==> src/rtl/dma_copy_ctrl.sv <==
// Word-by-word memory-to-memory copy sequencer driving the DMA master wrapper's
// request interface: one read, then one write per 32-bit word, with sticky completion flag.
module dma_copy_ctrl #(
  parameter int ADDR_W = 32,
  parameter int DATA_W = 32,
  parameter int LEN_W  = 16
) (
  input  logic              ACLK,
  input  logic              ARESETn,
  input  logic              cfg_start,
  input  logic [ADDR_W-1:0] cfg_src,
  input  logic [ADDR_W-1:0] cfg_dst,
  input  logic [LEN_W-1:0]  cfg_len,
  input  logic              cfg_abort,
  input  logic              cfg_irq_clr,
  output logic              busy,
  output logic              done_irq,
  output logic [LEN_W-1:0]  words_done,
  output logic              R_req,
  output logic [ADDR_W-1:0] DMA_R_ADDR,
  input  logic [DATA_W-1:0] DMA_R_DATA,
  input  logic              R_valid,
  output logic              W_req,
  output logic [ADDR_W-1:0] DMA_W_ADDR,
  output logic [DATA_W-1:0] DMA_W_DATA,
  input  logic              W_done
);

  typedef enum logic [2:0] {
    IDLE    = 3'd0,
    RD_REQ  = 3'd1,
    RD_WAIT = 3'd2,
    WR_REQ  = 3'd3,
    WR_WAIT = 3'd4,
    FIN     = 3'd5
  } state_t;

  state_t            state;
  state_t            state_nxt;
  logic [ADDR_W-1:0] cur_src;
  logic [ADDR_W-1:0] cur_dst;
  logic [LEN_W-1:0]  len_q;
  logic [LEN_W-1:0]  words_cnt;
  logic [DATA_W-1:0] data_buf;
  logic              abort_pending;
  logic              irq_q;
  logic              last_word;

  function automatic logic [ADDR_W-1:0] word_align(input logic [ADDR_W-1:0] a);
    return {a[ADDR_W-1:2], 2'b00};
  endfunction

  // Natural wrap at the top of the address space is intended.
  function automatic logic [ADDR_W-1:0] next_word(input logic [ADDR_W-1:0] a);
    return a + ADDR_W'(4);
  endfunction

  // An abort arriving in the same cycle as W_done also ends the transfer here.
  assign last_word = ((words_cnt + LEN_W'(1)) == len_q) || abort_pending || cfg_abort;

  always_comb begin
    state_nxt = state;
    case (state)
      IDLE:    if (cfg_start) state_nxt = (cfg_len == '0) ? FIN : RD_REQ;
      RD_REQ:  state_nxt = RD_WAIT;
      RD_WAIT: if (R_valid) state_nxt = WR_REQ;
      WR_REQ:  state_nxt = WR_WAIT;
      WR_WAIT: if (W_done) state_nxt = last_word ? FIN : RD_REQ;
      FIN:     state_nxt = IDLE;
      default: state_nxt = IDLE;
    endcase
  end

  always_ff @(posedge ACLK or negedge ARESETn) begin
    if (!ARESETn) begin
      state <= IDLE;
    end else begin
      state <= state_nxt;
    end
  end

  always_ff @(posedge ACLK or negedge ARESETn) begin
    if (!ARESETn) begin
      cur_src   <= '0;
      cur_dst   <= '0;
      len_q     <= '0;
      words_cnt <= '0;
      data_buf  <= '0;
    end else begin
      case (state)
        IDLE: begin
          if (cfg_start) begin
            cur_src   <= word_align(cfg_src);
            cur_dst   <= word_align(cfg_dst);
            len_q     <= cfg_len;
            words_cnt <= '0;
          end
        end
        RD_WAIT: begin
          if (R_valid) data_buf <= DMA_R_DATA;
        end
        WR_WAIT: begin
          if (W_done) begin
            words_cnt <= words_cnt + LEN_W'(1);
            cur_src   <= next_word(cur_src);
            cur_dst   <= next_word(cur_dst);
          end
        end
        default: ;
      endcase
    end
  end

  // Abort is only a request to stop at the next word boundary; clearing on
  // the way back to IDLE keeps a stale abort from cutting the next transfer.
  always_ff @(posedge ACLK or negedge ARESETn) begin
    if (!ARESETn) begin
      abort_pending <= 1'b0;
    end else if (state_nxt == IDLE) begin
      abort_pending <= 1'b0;
    end else if (cfg_abort && (state != IDLE)) begin
      abort_pending <= 1'b1;
    end
  end

  always_ff @(posedge ACLK or negedge ARESETn) begin
    if (!ARESETn) begin
      irq_q <= 1'b0;
    end else if (state == FIN) begin
      irq_q <= 1'b1;
    end else if (cfg_irq_clr) begin
      irq_q <= 1'b0;
    end
  end

  assign busy       = (state != IDLE);
  assign R_req      = (state == RD_REQ);
  assign W_req      = (state == WR_REQ);
  assign done_irq   = irq_q;
  assign words_done = words_cnt;
  assign DMA_R_ADDR = cur_src;
  assign DMA_W_ADDR = cur_dst;
  assign DMA_W_DATA = data_buf;

endmodule

==> config.mk <==
export PLATFORM = sky130hd
export DESIGN_NAME = dma_copy_ctrl
export DESIGN_NICKNAME = d
export VERILOG_FILES = /design/src/rtl/dma_copy_ctrl.sv
export SDC_FILE = /design/constraint.sdc
export NUM_CORES = 1
export LEC_CHECK = 0
export ABC_AREA = 1
export BUFFER_PORTS_ARGS = -buffer_cell sky130_fd_sc_hd__buf_2
export CAP_MARGIN = 25
export CORE_MARGIN = 2
export CORE_UTILIZATION = 52
export CTS_CLUSTER_SIZE = 25
export DETAILED_ROUTE_END_ITERATION = 6
export GPL_TIMING_DRIVEN = 0
export PLACE_DENSITY = 0.8
export SLEW_MARGIN = 5
export SYNTH_ARGS = -nofsm -noshare
export SYNTH_HDL_FRONTEND = slang
export SYNTH_SLANG_ARGS = --single-unit
==> constraint.sdc <==
create_clock -name ACLK -period 2.4 [get_ports ACLK]
set_input_delay 0.48 -clock ACLK [delete_from_list [all_inputs] [get_ports ACLK]]
set_output_delay 0.48 -clock ACLK [all_outputs]
set_load 0.005 [all_outputs]
Word level (Yosys, flattened, before mapping)
Cells that the tools add are included.

cells by class
  add/subtract/negate cells = 3
  equality and inequality tests = 8
  mux-type cells = 19
  reductions and logical operators = 13

operator list
  operator                                                         count
  32-bit 2-to-1 mux                                                4
  32-bit one-hot mux with 2 select lines                           2
  32-bit by 3-bit adder with 32-bit output, second input constant  2
  16-bit 2-to-1 mux                                                2
  16-bit one-hot mux with 2 select lines                           1
  16-bit by 1-bit adder with 16-bit output, second input constant  1
  16-bit == test                                                   1
  16-bit logical NOT                                               1
  3-bit 2-to-1 mux                                                 5
  3-bit one-hot mux with 5 select lines                            1
  3-bit by 2-bit == test with 1-bit output, second input constant  2
  3-bit == test, second input constant                             2
  3-bit logical NOT                                                2
  2-bit nonzero test                                               3
  1-bit 2-to-1 mux                                                 4
  2-bit inequality test, second input constant                     2
  2-bit AND reduction                                              2
  3-bit by 1-bit == test with 1-bit output, second input constant  1
  3-bit AND reduction                                              1
  3-bit nonzero test                                               1
  1-bit logical OR                                                 2
  1-bit logical AND                                                1

word-level totals
  register bits after elaboration = 133
  input port bits = 119
  output and inout port bits = 116
  word-level logic and storage cells = 51

Logic depth before layout (Yosys ltp)
  word-level depth = 9
  gate-level depth with buffers = 17
  gate-level depth less buffers = 17

Worst setup path after synthesis
No wires, ideal clock.

  path type = register -> register
  start point = register cur_src[2] (netlist: DMA_R_ADDR[2])
  end point = register cur_src[24] (netlist: DMA_R_ADDR[24])
  setup time = 123 ps
  data arrival time = 1697 ps
  required time = 2277 ps
  slack = 580 ps
  stages on the path, launching flop included = 11
  buffers on the path = 0
  clock period less this slack = 1820 ps
  cell sequence = dfrtp_1 ha_1 nand3_1 nor2_2 nand4_2 or2_1 nor2_2 nand4_1 xor2_1 nor2_1 o21ai_1

on the way
  word-level cells in the longest chain between the ends = 3

RTL lines
  what                                      line  source
  from (decl)                               40    logic [ADDR_W-1:0] cur_src;
  from (signal assigned)                    93    cur_src <= word_align(cfg_src);
  from (signal assigned)                    105   cur_src <= next_word(cur_src);
  32-bit by 3-bit adder with 32-bit output  55    return a + ADDR_W'(4);
  32-bit 2-to-1 mux                         103   if (W_done) begin
  32-bit one-hot mux with 2 select lines    90    case (state)

No other way between the ends. The select of a mux whose other input is x is not followed.
A chain may end at the register's enable or synchronous reset.

Worst setup path in the final report
  start point = register state[0]
  end point = register cur_src[31] (netlist: DMA_R_ADDR[31])

on the way
  word-level cells in the longest chain between the ends = 3
  elaborated cells on any way between the ends = 7
  those cells by class = eq/ne: 3; mux: 1; reduce/logical: 3

RTL lines
  what                                                                          line  source
  from (decl)                                                                   38    state_t state;
  from (signal assigned)                                                        78    state <= state_nxt;
  3-bit == test or 3-bit logical NOT (tied branches)                            90
  2-bit inequality test (no source line) or 2-bit nonzero test (tied branches)  --
  3-bit AND reduction (no source line)                                          --

Parallel ways exist; a longest one is shown, timed or not.

==> results.json <==
{
  "tightest_slew_ns": 0.727,
  "leakage_uw": 0.00498,
  "initial_core_util": 0.528,
  "port_buffers": 226,
  "die_x_um": 125,
  "crit_fanout": 10,
  "final_area_mm2": 0.00966,
  "synth_common_cells": "nand2_1 (296), dfrtp_1 (129), inv_1 (114), o21ai_0 (83), nand3_1 (75)",
  "htree_levels": 4,
  "yosysMostFrequentCell": "nand2_1",
  "fmax_ghz": 0.446,
  "reg2reg_from": "state[0]",
  "setup_viol": 0,
  "synth_edf_count": 0,
  "yosysTopAreaCell": "dfrtp_1",
  "synth_top_area_share": 0.424,
  "synth_area_leaders": "dfrtp_1 (42%), nand2_1 (15%), inv_1 (5.6%)",
  "status": "finished, final reports clean",
  "clockRootBuffer": "clkbuf_16",
  "via_count": 8188,
  "worstSetupPathType": "flop to flop",
  "synthDistinctLibCells": 45,
  "wire_per_inst_um": 16.4,
  "grt_pass1_vias": 7709,
  "min-delay-path-class": "input pin to asynchronous set/reset pin",
  "met3_usage": 0.0650,
  "grt_max_degree": 69,
  "worst_r2r_path_depth": 11,
  "finalCritPeriodShare": 0.935,
  "hold-worst-slack_ns": 0.0298,
  "final_cell_count_no_fill": 1479,
  "gp_congestion": 0.927,
  "startpoint_type": "flop",
  "cp-startpoint": "state[0]",
  "synth.ff_latch_count": 129,
  "ys.flop_type": "dfrtp_1",
  "fill_cells": 1288,
  "track_usage": 0.308,
  "gr-max-usage-layer": "met2",
  "first_pass_iters": 5,
  "r2r_slack_ns": 0.16,
  "avgViaCountPerCell": 5.54,
  "cts_tree": "built",
  "cts_resized": 0,
  "area_growth_pct": 26.9,
  "min_period_ns": 2.24,
  "vdd_drop_max_mv": 0.630,
  "syn_area_mm2": 0.00762,
  "async_flop_share": 1.00,
  "hold_viol_final": 0,
  "rr_endpoint": "DMA_R_ADDR[31]",
  "grt.overflow.total": 0,
  "post_cts_buffers": 0,
  "worstPathArrival_ns": 2.61,
  "cts_buffers": 17,
  "numClockSinks": 129,
  "slew_viol_final": 0,
  "cts_buffer_depth": 2,
  "nets": 1402,
  "synth_cells": 1031,
  "final_core_utilization": 0.670,
  "fin_skew_ns": 0.0102,
  "use_met2": 0.500,
  "ios": 235,
  "drc_errors": 0,
  "cp.required_ns": 2.76,
  "tns_ns": 0,
  "core_mm2": 0.0144,
  "placed_area_mm2": 0.00902,
  "avgSynthCellArea_um2": 7.39,
  "ant_nets": 0,
  "end_kind": "flop",
  "drive_gt1_frac": 0.260,
  "groute.layer.met1.usage": 0.394,
  "yosysSeqAreaShare": 0.424,
  "chipHeight_um": 125,
  "rows": 44,
  "maxCapViolCount": 0,
  "path_clk_slew_ns": 0.06,
  "grt_pass1_wl_um": 38200,
  "clock_latency_ns": 0.43,
  "drt_wl_total_um": 24200,
  "relSlewSlack": 0.515,
  "cts_hold_buf": 0,
  "place_hpwl_um": 17800,
  "powerDensity_mw_per_mm2": 1210,
  "die-area_mm2": 0.0156,
  "first_iter_violations": 652,
  "placed_cells": 1445,
  "ys_warn_count": 0,
  "cp-endpoint": "DMA_R_ADDR[31]",
  "antenna_found_initial": 3
}
-- area by class of cell --
class                      instances  area (um2)  share of cell area
sequential                       129        3230               0.334
inverter                         117         439              0.0454
clock inverter                    13         175              0.0181
tap                              184         230              0.0238
buffer                            43         213              0.0220
antenna                            2        5.00            0.000518
timing repair buffer             227        1160               0.121
clock buffer                      19         453              0.0469
multi-input combinational        745        3760               0.389
-- registers in the layout, summed over array words and instances (netlist names) --
| register | cells |
|---|---|
| state | 3 |
| len_q | 16 |
| DMA_W_DATA | 32 |
| abort_pending | 1 |
| words_done | 16 |
| done_irq | 1 |
| DMA_R_ADDR | 30 |
| DMA_W_ADDR | 30 |
-- worst min path at each step --
stage	slack, ns	depth (start not counted)	endpoint
final	0.03	1	DMA_W_ADDR[20]
after global routing	0.08	1	DMA_W_ADDR[21]
after CTS	0.04	1	DMA_W_ADDR[21]
after detailed placement	0.46	2	DMA_W_DATA[13]
after global placement	0.46	2	DMA_W_DATA[21]
after floorplan	0.18	0	DMA_R_ADDR[10]
-- placed cells by master, fill, tap and decap left out, types with 4 or more instances in the layout --
master,instances
nor4_1,8
a31oi_1,7
buf_4,7
nand2_1,296
nor2_4,6
xor2_1,13
nand3_1,75
clkbuf_1,24
nand3b_1,4
a22oi_1,4
o211ai_1,16
o21ai_0,83
conb_1,4
nand4_1,31
buf_2,232
o21ai_1,13
nand3_2,7
or2_2,13
clkbuf_16,17
o31ai_1,4
inv_6,4
a21oi_1,24
nand2_2,7
dfrtp_1,129
clkinv_4,4
nor3_1,13
inv_1,114
nor2_2,14
xnor2_1,4
o22ai_1,15
nor2_1,63
-- power by group --
group | total [uW] | internal (uW) | switching (uW)
sequential | 4100 | 3110 | 986
combinational | 4830 | 1840 | 2990
clock | 2750 | 1710 | 1040
-- worst max-delay path, cell delays in order (launching register included) --
cell and delay (ns):
dfrtp_1 0.41, nor2_1 0.13, nand2_1 0.09, inv_2 0.18, nand2_1 0.11, inv_2 0.18, nor2_2 0.12, inv_2 0.10
buf_2 0.26, buf_2 0.37, o211ai_1 0.15, nand2_1 0.08
-- stage by stage --
step           worst slack, ns  total power [uW]
2_1_floorplan            0.580              6770
3_3_place_gp            -0.929              8670
3_5_place_dp             0.110              8820
4_1_cts                 0.0609             11600
5_1_grt              -0.000659             12500
6_report                 0.156             11700
-- per-layer routing --
layer  part of all wire  vias to the layer above
met5            0.00054                        -
met4              0.043                        2
met3              0.084                       90
met2               0.47                      420
met1               0.40                     3779
li1                   -                     3897
-- cells by family (layout without fill, tap and decap cells) --
family          Yosys count  count (layout)  share of synthesized area
fa+ha+maj                 3               3                    0.00493
other cells               1               6                   0.000492
flops                   129             129                      0.424
compound gates          172             172                      0.127
xor+xnor                 20              20                     0.0284
buf+inv                 160             419                     0.0844
simple gates            546             546                      0.331
(Power assumes the default switching activity.)
